===== src/rtl/forward_ctrl_ysyx23060136.sv =====
// Hazard controller: stall/flush sequencing for the five-stage pipeline.
// Optional event counters are built only when FORWARD_PERF_CNT_EN is defined.
module forward_ctrl_ysyx23060136 #(
    parameter int PERF_W = 32
) (
    input  logic              clk,
    input  logic              rst,
    input  logic              IFU_o_valid,
    input  logic              IFU_o_busy,
    input  logic [4:0]        ID_o_rs1,
    input  logic [4:0]        ID_o_rs2,
    input  logic              ID_o_rs1_used,
    input  logic              ID_o_rs2_used,
    input  logic [4:0]        EX_o_rd,
    input  logic              EX_o_mem_to_reg,
    input  logic              EX_o_redirect,
    input  logic              MEM_o_mem_req,
    input  logic              MEM_i_mem_done,
    input  logic              WB_i_system_halt,
    output logic              FORWARD_stallIF,
    output logic              FORWARD_stallID,
    output logic              FORWARD_stallEX,
    output logic              FORWARD_stallME,
    output logic              FORWARD_stallWB,
    output logic              FORWARD_flushIF,
    output logic              FORWARD_flushID,
    output logic              FORWARD_flushEX,
    output logic              FORWARD_flushME,
    output logic              FORWARD_halted,
    output logic [PERF_W-1:0] PERF_mem_stall,
    output logic [PERF_W-1:0] PERF_lu_bubble,
    output logic [PERF_W-1:0] PERF_redirect,
    output logic [PERF_W-1:0] PERF_fetch_wait
);

    typedef enum logic { M_IDLE, M_WAIT } mem_state_t;
    typedef enum logic { F_RUN, F_DISCARD } fetch_state_t;

    mem_state_t   mem_state_reg, mem_state_next;
    fetch_state_t fetch_state_reg, fetch_state_next;
    logic         halted_reg, halted_next;

    logic mem_stall;
    logic lu;
    logic fw;
    logic sel_halt, sel_mem, sel_redirect, sel_lu, sel_fw;

    assign mem_stall = ((mem_state_reg == M_IDLE) &  MEM_o_mem_req) |
                       ((mem_state_reg == M_WAIT) & ~MEM_i_mem_done);

    assign lu = EX_o_mem_to_reg & (EX_o_rd != 5'd0) &
                ((ID_o_rs1_used & (ID_o_rs1 == EX_o_rd)) |
                 (ID_o_rs2_used & (ID_o_rs2 == EX_o_rd)));

    assign fw = ~IFU_o_valid | (fetch_state_reg == F_DISCARD);

    // One-hot row select; reset masks every row so all outputs read 0.
    assign sel_halt     = ~rst & (halted_reg | WB_i_system_halt);
    assign sel_mem      = ~rst & ~sel_halt & mem_stall;
    assign sel_redirect = ~rst & ~sel_halt & ~mem_stall & EX_o_redirect;
    assign sel_lu       = ~rst & ~sel_halt & ~mem_stall & ~EX_o_redirect & lu;
    assign sel_fw       = ~rst & ~sel_halt & ~mem_stall & ~EX_o_redirect & ~lu & fw;

    always_comb begin
        mem_state_next = mem_state_reg;
        case (mem_state_reg)
            M_IDLE:  if (MEM_o_mem_req)  mem_state_next = M_WAIT;
            M_WAIT:  if (MEM_i_mem_done) mem_state_next = M_IDLE;
            default: mem_state_next = M_IDLE;
        endcase
    end

    // A redirect issued while a fetch is in flight leaves a stale response
    // still to come; it must be swallowed rather than decoded.
    always_comb begin
        fetch_state_next = fetch_state_reg;
        case (fetch_state_reg)
            F_RUN:     if (sel_redirect & IFU_o_busy & ~IFU_o_valid)
                           fetch_state_next = F_DISCARD;
            F_DISCARD: if (IFU_o_valid) fetch_state_next = F_RUN;
            default:   fetch_state_next = F_RUN;
        endcase
    end

    assign halted_next = halted_reg | WB_i_system_halt;

    always_ff @(posedge clk) begin
        if (rst) begin
            mem_state_reg   <= M_IDLE;
            fetch_state_reg <= F_RUN;
            halted_reg      <= 1'b0;
        end else begin
            mem_state_reg   <= mem_state_next;
            fetch_state_reg <= fetch_state_next;
            halted_reg      <= halted_next;
        end
    end

    always_comb begin
        FORWARD_stallIF = sel_halt | sel_mem | sel_lu | sel_fw;
        FORWARD_stallID = sel_halt | sel_mem | sel_lu;
        FORWARD_stallEX = sel_halt | sel_mem;
        FORWARD_stallME = sel_halt | sel_mem;
        FORWARD_stallWB = sel_halt;
        FORWARD_flushIF = sel_redirect | sel_fw;
        FORWARD_flushID = sel_redirect | sel_lu;
        FORWARD_flushEX = 1'b0;
        FORWARD_flushME = sel_mem;
        FORWARD_halted  = sel_halt & halted_reg;
    end

`ifdef FORWARD_PERF_CNT_EN
    logic [3:0] perf_evt;
    assign perf_evt = {sel_fw, sel_lu, sel_redirect, sel_mem};

    genvar gi;
    generate
        for (gi = 0; gi < 4; gi++) begin : gen_cnt
            logic [PERF_W-1:0] cnt_reg;
            always_ff @(posedge clk) begin
                if (rst)
                    cnt_reg <= '0;
                else if (perf_evt[gi])
                    cnt_reg <= cnt_reg + PERF_W'(1);
            end
        end
    endgenerate

    assign PERF_mem_stall  = gen_cnt[0].cnt_reg;
    assign PERF_redirect   = gen_cnt[1].cnt_reg;
    assign PERF_lu_bubble  = gen_cnt[2].cnt_reg;
    assign PERF_fetch_wait = gen_cnt[3].cnt_reg;
`else
    assign PERF_mem_stall  = '0;
    assign PERF_redirect   = '0;
    assign PERF_lu_bubble  = '0;
    assign PERF_fetch_wait = '0;
`endif

endmodule


===== config.mk =====
export PLATFORM = sky130hd
export DESIGN_NAME = forward_ctrl_ysyx23060136
export DESIGN_NICKNAME = d
export VERILOG_FILES = /design/src/rtl/forward_ctrl_ysyx23060136.sv
export SDC_FILE = /design/constraint.sdc
export NUM_CORES = 1
export LEC_CHECK = 0
export ABC_CLOCK_PERIOD_IN_PS = 4700
export CAP_MARGIN = 15
export CORE_AREA = 2 2 71 73
export DETAILED_ROUTE_END_ITERATION = 16
export DIE_AREA = 0 0 73 75
export PLACE_DENSITY = 0.86
export SLEW_MARGIN = 40
export SYNTH_ARGS = -nofsm -noshare
export SYNTH_HDL_FRONTEND = slang
export SYNTH_SLANG_ARGS = --single-unit

===== constraint.sdc =====
create_clock -name clk -period 4.7 [get_ports clk]
set_input_delay 0.94 -clock clk [delete_from_list [all_inputs] [get_ports clk]]
set_output_delay 0.94 -clock clk [all_outputs]
set_load 0.01 [all_outputs]

==> results.md, run 1 <==
* Status: completed
* Synth Area per Inst at 7.57 µm²
* Initial Utilization at 28.3%
* Post-synthesis mux area share at 0%
* CTS tree: done
* CTS Sinks at 3
* EDFF count, synth at 0
* Post-place setup slack at approximately 0.71 ns
* Commonest cells in the netlist: buf_4 (130), xor2_1 (8)
* Clk_skew at 0.00265 ns
* Routed len/inst at 7.94 µm
* DR vias at 815
* Worst path cell trace: clkdlybuf4s50_1 > or4_1 > o21ai_2 > or2b_1 > o221a_1 > clkdlybuf4s50_1
* # setup viols final at 0
* CTS resizes at 0
* Share of post-route cells with drive strength above 1 at 2.86%
* Die width at 73 µm
* XOR/XNOR share of the synthesized area at 6.65%
* Count leader, synth: buf_4
* Peak VDD IR at roughly 0.00014 V
* Cell mode on critical path: clkdlybuf4s50_1
* R2R setup slack at 3.63 ns
* Total die area at 5480 µm²
* R2r worst-path depth at 4
* Leak at 0.692 nW
* Sw Ratio at approximately 43%
* Main combinational cell family by area after synthesis: buffers and inverters
* Clk pwr share at 37.6%
* Seq pwr share at 13.2%
* CP top delay family: buffers and inverters
* Ys async rst share at 0%
* CP Capture Point: FORWARD_flushIF
* Top Ports at ~160
* Setup crit start: EX_o_rd[1]
* 1st-pass router iterations at 3
* Port Buffer Count at 34
* Crit Path Class: in2out
* Worst Setup Slack, final at about 0.72 ns
* Pwr Total at 0.000210 W
* P per Cell Area at 165 nW/µm²
* Clk slew on worst S/H paths at 0.03 ns
* FF-to-FF End: fetch_state_reg
* Num CTS Buffers at 3
* Worst endpoint required time at 3.76 ns
* Clk buf depth at 2
* Largest net degree at the start of global routing at 8
* Cells after Synth at 174
* MaxCap Viol Count at 0
* NumNets Final at 237
* Core footprint at ~4700 µm²
* RePlAce Congestion at 0.700
* Fin util at 27.4%
* Detailed-route wire length at between 2000 and 2500 µm
* Hold slack at 0.509 ns
* Synth area leaders: buf_4 (74%), xor2_1 (5.3%), dfxtp_1 (4.6%), a31oi_1 (1.4%), nand2b_1 (1.4%)
* Ys flop type: dfxtp_1
* Achievable Freq at 252 MHz
* Area Overhead vs Synth at -3.23%
* Post-DP HPWL at 1890 µm
* Logic pwr share at between 40% and 50%
* Row count at 25
* Cell Int Power at 0.000120 W
* Via density at 3.09
* Vias in the first global route at approximately 540
* Synth Area in Adders at 0%
* Buf/Inv on CP at 2
* Compound-Gate Fraction of Synth Area at 5.51%
* Synth warnings at 0
* Clock root cell: clkbuf_8
* Clock insertion delay at the later pin of the skew report at 0.23 ns
* Simple-gate area share of the yosys netlist at 8.64%
* Worst R2R Start: mem_state_reg
* # Post-CTS Setup Buffers at 0
* Die Ht at roughly 75 µm
* Element type at the critical path start: input pin
* Ant. Diodes at 0
* Synth top area share at 74.1%
* Initial antenna violation count at 0
* Fin crit share at 84.6%
* ANT nets after route at 0
* Clock period minus worst slack at 3.98 ns
* Total GRT Usage at 5.63%
* Critical path endpoint category: output port
* 1st-iter DRT viols at 4
* Drc violations at 0
* HP Class: reg2reg
* Crit path largest cell delay at approximately 0.56 ns
* CP Max Fanout at 3
* First-pass GRT wire length at between 2000 and 2500 µm
* Final setup TNS at 0 ns
* #FFs+latches synth at 3
* CTS Hold Bufs at 0
* Unrepaired setup endpoints after global routing: false
* Final global-route overflow total at 0
* Synth area leader: buf_4
* Final hold vios at 0
* Sequential share of the synthesized area at 4.56%
* Worst EP arrival at slightly above 3 ns
* Levels on crit path at 6
* Synth cell types at 28
* Syn Std Cell Area at 1320 µm²
* Max-slew violations at 0
* Crit-path slowest cell: or4_1
* Switching pwr at 0.0000902 W
* H-tree levels at 1
[through the flow]
step           instance area, µm²  std cells
6_report                     1270        264
3_3_place_gp                 1230        260
4_1_cts                      1270        264
5_1_grt                      1270        264
2_1_floorplan                1800        302
3_5_place_dp                 1230        260
[placed cells by master, fill, tap and decap left out]
master / count
a21oi_1: 1
a31oi_1: 3
a32oi_1: 1
and2_0: 1
and2_1: 1
and3_1: 1
clkbuf_1: 1
clkbuf_8: 3
clkdlybuf4s50_1: 34
conb_1: 129
dfxtp_1: 3
inv_1: 1
nand2_1: 1
nand2b_1: 3
nand3_1: 1
nor2_1: 3
nor2b_1: 1
nor3_1: 1
nor3_2: 1
nor4_1: 2
o21ai_0: 1
o21ai_2: 1
o21bai_1: 1
o221a_1: 1
o31ai_1: 1
or2b_1: 1
or3_2: 1
or4_1: 1
xnor2_1: 2
xor2_1: 8
[final cells by class]
class / instances / area, µm²
Fill cell: 527 / 3390
Multi-Input combinational cell: 168 / 758
Timing Repair Buffer: 34 / 340
Tap cell: 54 / 67.6
Sequential cell: 3 / 60.1
Clock buffer: 4 / 45.0
Inverter: 1 / 3.75
[routing by layer]
metal | track usage [%] | share of wire [%] | up-vias
met5 | 0 | 0 | -
met4 | 3.70 | 2.0 | 0
met3 | 1.61 | 18 | 3
met2 | 11.8 | 56 | 103
met1 | 4.33 | 24 | 346
li1 | - | - | 363
[power by group through the flow]
stage	clock [W]	combinational [W]	sequential (W)
6_report	0.0000789	0.000104	0.0000277
4_1_cts	0.0000812	0.000102	0.0000277
3_5_place_dp	0	0.000101	0.0000280
3_3_place_gp	0	0.000100	0.0000280
5_1_grt	0.0000842	0.000115	0.0000278
2_1_floorplan	0	0.000144	0.0000279
[worst min-delay path by stage]
stage | start | to | slack [ns] | depth (start not counted)
finish | fetch_state_reg | fetch_state_reg | 0.51 | 2
global route | fetch_state_reg | fetch_state_reg | 0.54 | 2
detailed placement | fetch_state_reg | fetch_state_reg | 0.51 | 2
CTS | fetch_state_reg | fetch_state_reg | 0.52 | 2
floorplan | fetch_state_reg | fetch_state_reg | 0.48 | 2
global placement | fetch_state_reg | fetch_state_reg | 0.49 | 2
[cells by family after synthesis]
group                  after synthesis
other                                1
flip-flops                           3
AND/OR/NAND/NOR                     19
AO/OA/AOI/OAI                       10
XOR/XNOR                            10
buffers and inverters              131
[worst min-delay path: cells and delay by family, from the launching register on]
family	cells	cell delay (ns)
flops	1	0.31
simple gates	1	0.10
compound gates	1	0.04
No activity file was read; power rests on OpenSTA's default activity.
==> run 2: changes to the inputs <==
- ABC_CLOCK_PERIOD_IN_PS: 4700 -> 3600
- CORE_AREA: 2 2 71 73 -> 2 2 78 80
- DIE_AREA: 0 0 73 75 -> 0 0 80 82
- PLACE_DENSITY: 0.86 -> 0.76
- clock period: 4.7 -> 3.6 ns (I/O delays scaled with it)
==> run 2 against run 1 <==
Compared with the run above:
- wire length up 12%
- first-iteration DRC count rose to 3.0 times the previous value
- clock skew down 0.0015 ns
- total power up 33%
- worst setup slack worse by 0.63 ns
- cell count up 9.1%
- non-clock buffer count up 3
- hold slack better by 0.041 ns
- sequential share of layout area down 0.27 points
- highest routed layer unchanged
==> results.md, run 2 (synthesis results as in run 1) <==
* Share of post-route cells with drive strength above 1 at 6.10% (was 2.86%)
* Pwr Total at 0.000280 W (was 0.000210 W)
* Routed len/inst at 8.13 µm (was 7.94 µm)
* Unrepaired setup endpoints after global routing: false (unchanged)
* HP Class: reg2reg (unchanged)
* H-tree levels at 1 (unchanged)
* MaxCap Viol Count at 0 (unchanged)
* Clock insertion delay at the later pin of the skew report at 0.22 ns (was 0.23 ns)
* Num CTS Buffers at 3 (unchanged)
* Max-slew violations at 0 (unchanged)
* Detailed-route wire length at 2340 µm (was 2100 µm)
* Fin crit share at 97.4%
* Top Ports at 164 (unchanged)
* Levels on crit path at 6 (unchanged)
* Cell mode on critical path: clkdlybuf4s50_1 (unchanged)
* Total GRT Usage at 5.28% (was 5.63%)
* Critical path endpoint category: output port (unchanged)
* CP Max Fanout at 3 (unchanged)
* Most common cell after layout, fill and taps aside: conb_1 (unchanged)
* NumNets Final at 240 (was 237)
* Post-place setup slack at -0.0429 ns (was 0.707 ns)
* Hold slack at 0.550 ns (was 0.509 ns)
* Worst path cell trace: clkdlybuf4s50_1 > or4_4 > o21ai_4 > or3_2 > o21ai_1 > clkdlybuf4s50_1 (was clkdlybuf4s50_1 > or4_1 > o21ai_2 > or2b_1 > o221a_1 > clkdlybuf4s50_1)
* Peak VDD IR at 0.000215 V (was 0.000135 V)
* Vias in the first global route at 563 (was 543)
* RePlAce Congestion at 0.612 (was 0.700)
* Total die area at 6560 µm² (was 5480 µm²)
* CTS Hold Bufs at 0 (unchanged)
* Die Ht at 82 µm (was 75 µm)
* Core footprint at 5750 µm² (was 4660 µm²)
* Worst Setup Slack, final at 0.0942 ns (was 0.725 ns)
* Initial Utilization at 22.9% (was 28.3%)
* P per Cell Area at 207 nW/µm² (was 165 nW/µm²)
* DR vias at 850 (was 815)
* Drc violations at 0 (unchanged)
* CTS Sinks at 3 (unchanged)
* Crit path largest cell delay at 0.59 ns (was 0.56 ns)
* Final global-route overflow total at 0 (unchanged)
* Worst EP arrival at 2.79 ns (was 3.04 ns)
* Ant. Diodes at 0 (unchanged)
* 1st-iter DRT viols at 12 (was 4)
* CTS tree: done (unchanged)
* Achievable Freq at 285 MHz
* Crit-path slowest cell: clkdlybuf4s50_1 (was or4_1)
* R2R setup slack at 2.49 ns (was 3.63 ns)
* Die width at 80 µm (was 73 µm)
* Worst endpoint required time at 2.88 ns (was 3.76 ns)
* Cell area after layout at 1350 µm² (was 1270 µm²)
* Leak at 0.717 nW (was 0.692 nW)
* Initial antenna violation count at 0 (unchanged)
* Setup crit start: EX_o_rd[4] (was EX_o_rd[1])
* Via density at 2.95 (was 3.09)
* Clk_skew at 0.00111 ns (was 0.00265 ns)
* Worst R2R Start: halted_reg (was mem_state_reg)
* Crit Path Class: in2out (unchanged)
* Most frequent cells in the layout: conb_1 (129), clkdlybuf4s50_1 (33), xor2_1 (8) (was conb_1 (129), clkdlybuf4s50_1 (34), xor2_1 (8))
* Area Overhead vs Synth at 2.75% (was -3.23%)
* Buf/Inv on CP at 2 (unchanged)
* Status: completed (unchanged)
* # setup viols final at 0 (unchanged)
* Placed Area at 1270 µm² (was 1230 µm²)
* Row count at 28 (was 25)
* ANT nets after route at 0 (unchanged)
* Port Buffer Count at 34 (unchanged)
* Element type at the critical path start: input pin (unchanged)
* Post-DP HPWL at 2020 µm (was 1890 µm)
* Final hold vios at 0 (unchanged)
* First-pass GRT wire length at 2490 µm (was 2220 µm)
* Clk slew on worst S/H paths at 0.03 ns (about the same)
* CP top delay family: buffers and inverters (unchanged)
* Clock root cell: clkbuf_8 (unchanged)
* 1st-pass router iterations at 4 (was 3)
* R2r worst-path depth at 4 (unchanged)
* Clk buf depth at 2 (unchanged)
* FF-to-FF End: fetch_state_reg (unchanged)
* Largest net degree at the start of global routing at 7 (was 8)
* Fin util at 23.6% (was 27.4%)
* CP Capture Point: FORWARD_stallIF (was FORWARD_flushIF)
* FILL cells at 629 (was 527)
* Clock period minus worst slack at 3.51 ns
## run 2: changes by cell type in the layout (fill, tap and decap cells not counted), sizes merged
cell / change
clkdlybuf4s50: -1
dlygate4sd2: +1
buf: +3
## run 2: repair_timing
action / in CTS / in global routing
gates resized for setup: 5 / 2
setup endpoints to repair: 2 / 1
pin swaps: 0 / 1
buffers inserted: 0 / 1
## run 2: worst min-delay path, stage by stage (launching register included)
cell,delay (ns)
dfxtp_1,0.35
nor2_1,0.09
nor2_1,0.08
## run 2: final cells by class
cell class                 instances  area, µm²  share of cell area, %
tap                               75       93.8                   6.93
timing repair buffer              37        362                   26.7
multi-input combinational        168        790                   58.3
clock buffer                       4       45.0                   3.33
sequential                         3       60.1                   4.44
inverter                           1       3.75                  0.277
## run 2: worst min path at each step
stage	from	end	slack [ns]	cells past startpoint
2_1_floorplan	fetch_state_reg	fetch_state_reg	0.48	2
3_3_place_gp	fetch_state_reg	fetch_state_reg	0.50	2
3_5_place_dp	fetch_state_reg	fetch_state_reg	0.51	2
4_1_cts	halted_reg	halted_reg	0.55	2
5_1_grt	fetch_state_reg	fetch_state_reg	0.59	2
6_report	halted_reg	halted_reg	0.55	2
## run 2: stage by stage
| step | setup TNS, ns | std cells |
|---|---|---|
| floorplan | 0 | 302 |
| global placement | -0.0776 | 283 |
| detailed placement | -0.0736 | 283 |
| CTS | 0 | 287 |
| global route | 0 | 288 |
| finish | 0 | 288 |
## run 2: metal layers
layer | GRT usage, % | up-vias | share of wire, %
li1 | - | 368 | -
met1 | 3.25 | 372 | 25
met2 | 12.3 | 108 | 56
met3 | 1.87 | 2 | 18
met4 | 2.54 | 0 | 1.1
met5 | 0 | - | 0
## run 2: where the power goes
| part | switching, W | leakage, nW | internal, W |
|---|---|---|---|
| registers | 0.000000990 | 0.0248 | 0.0000352 |
| logic | 0.0000950 | 0.669 | 0.0000484 |
| clock network | 0.0000250 | 0.0228 | 0.0000757 |
| total | 0.000121 | 0.717 | 0.000159 |
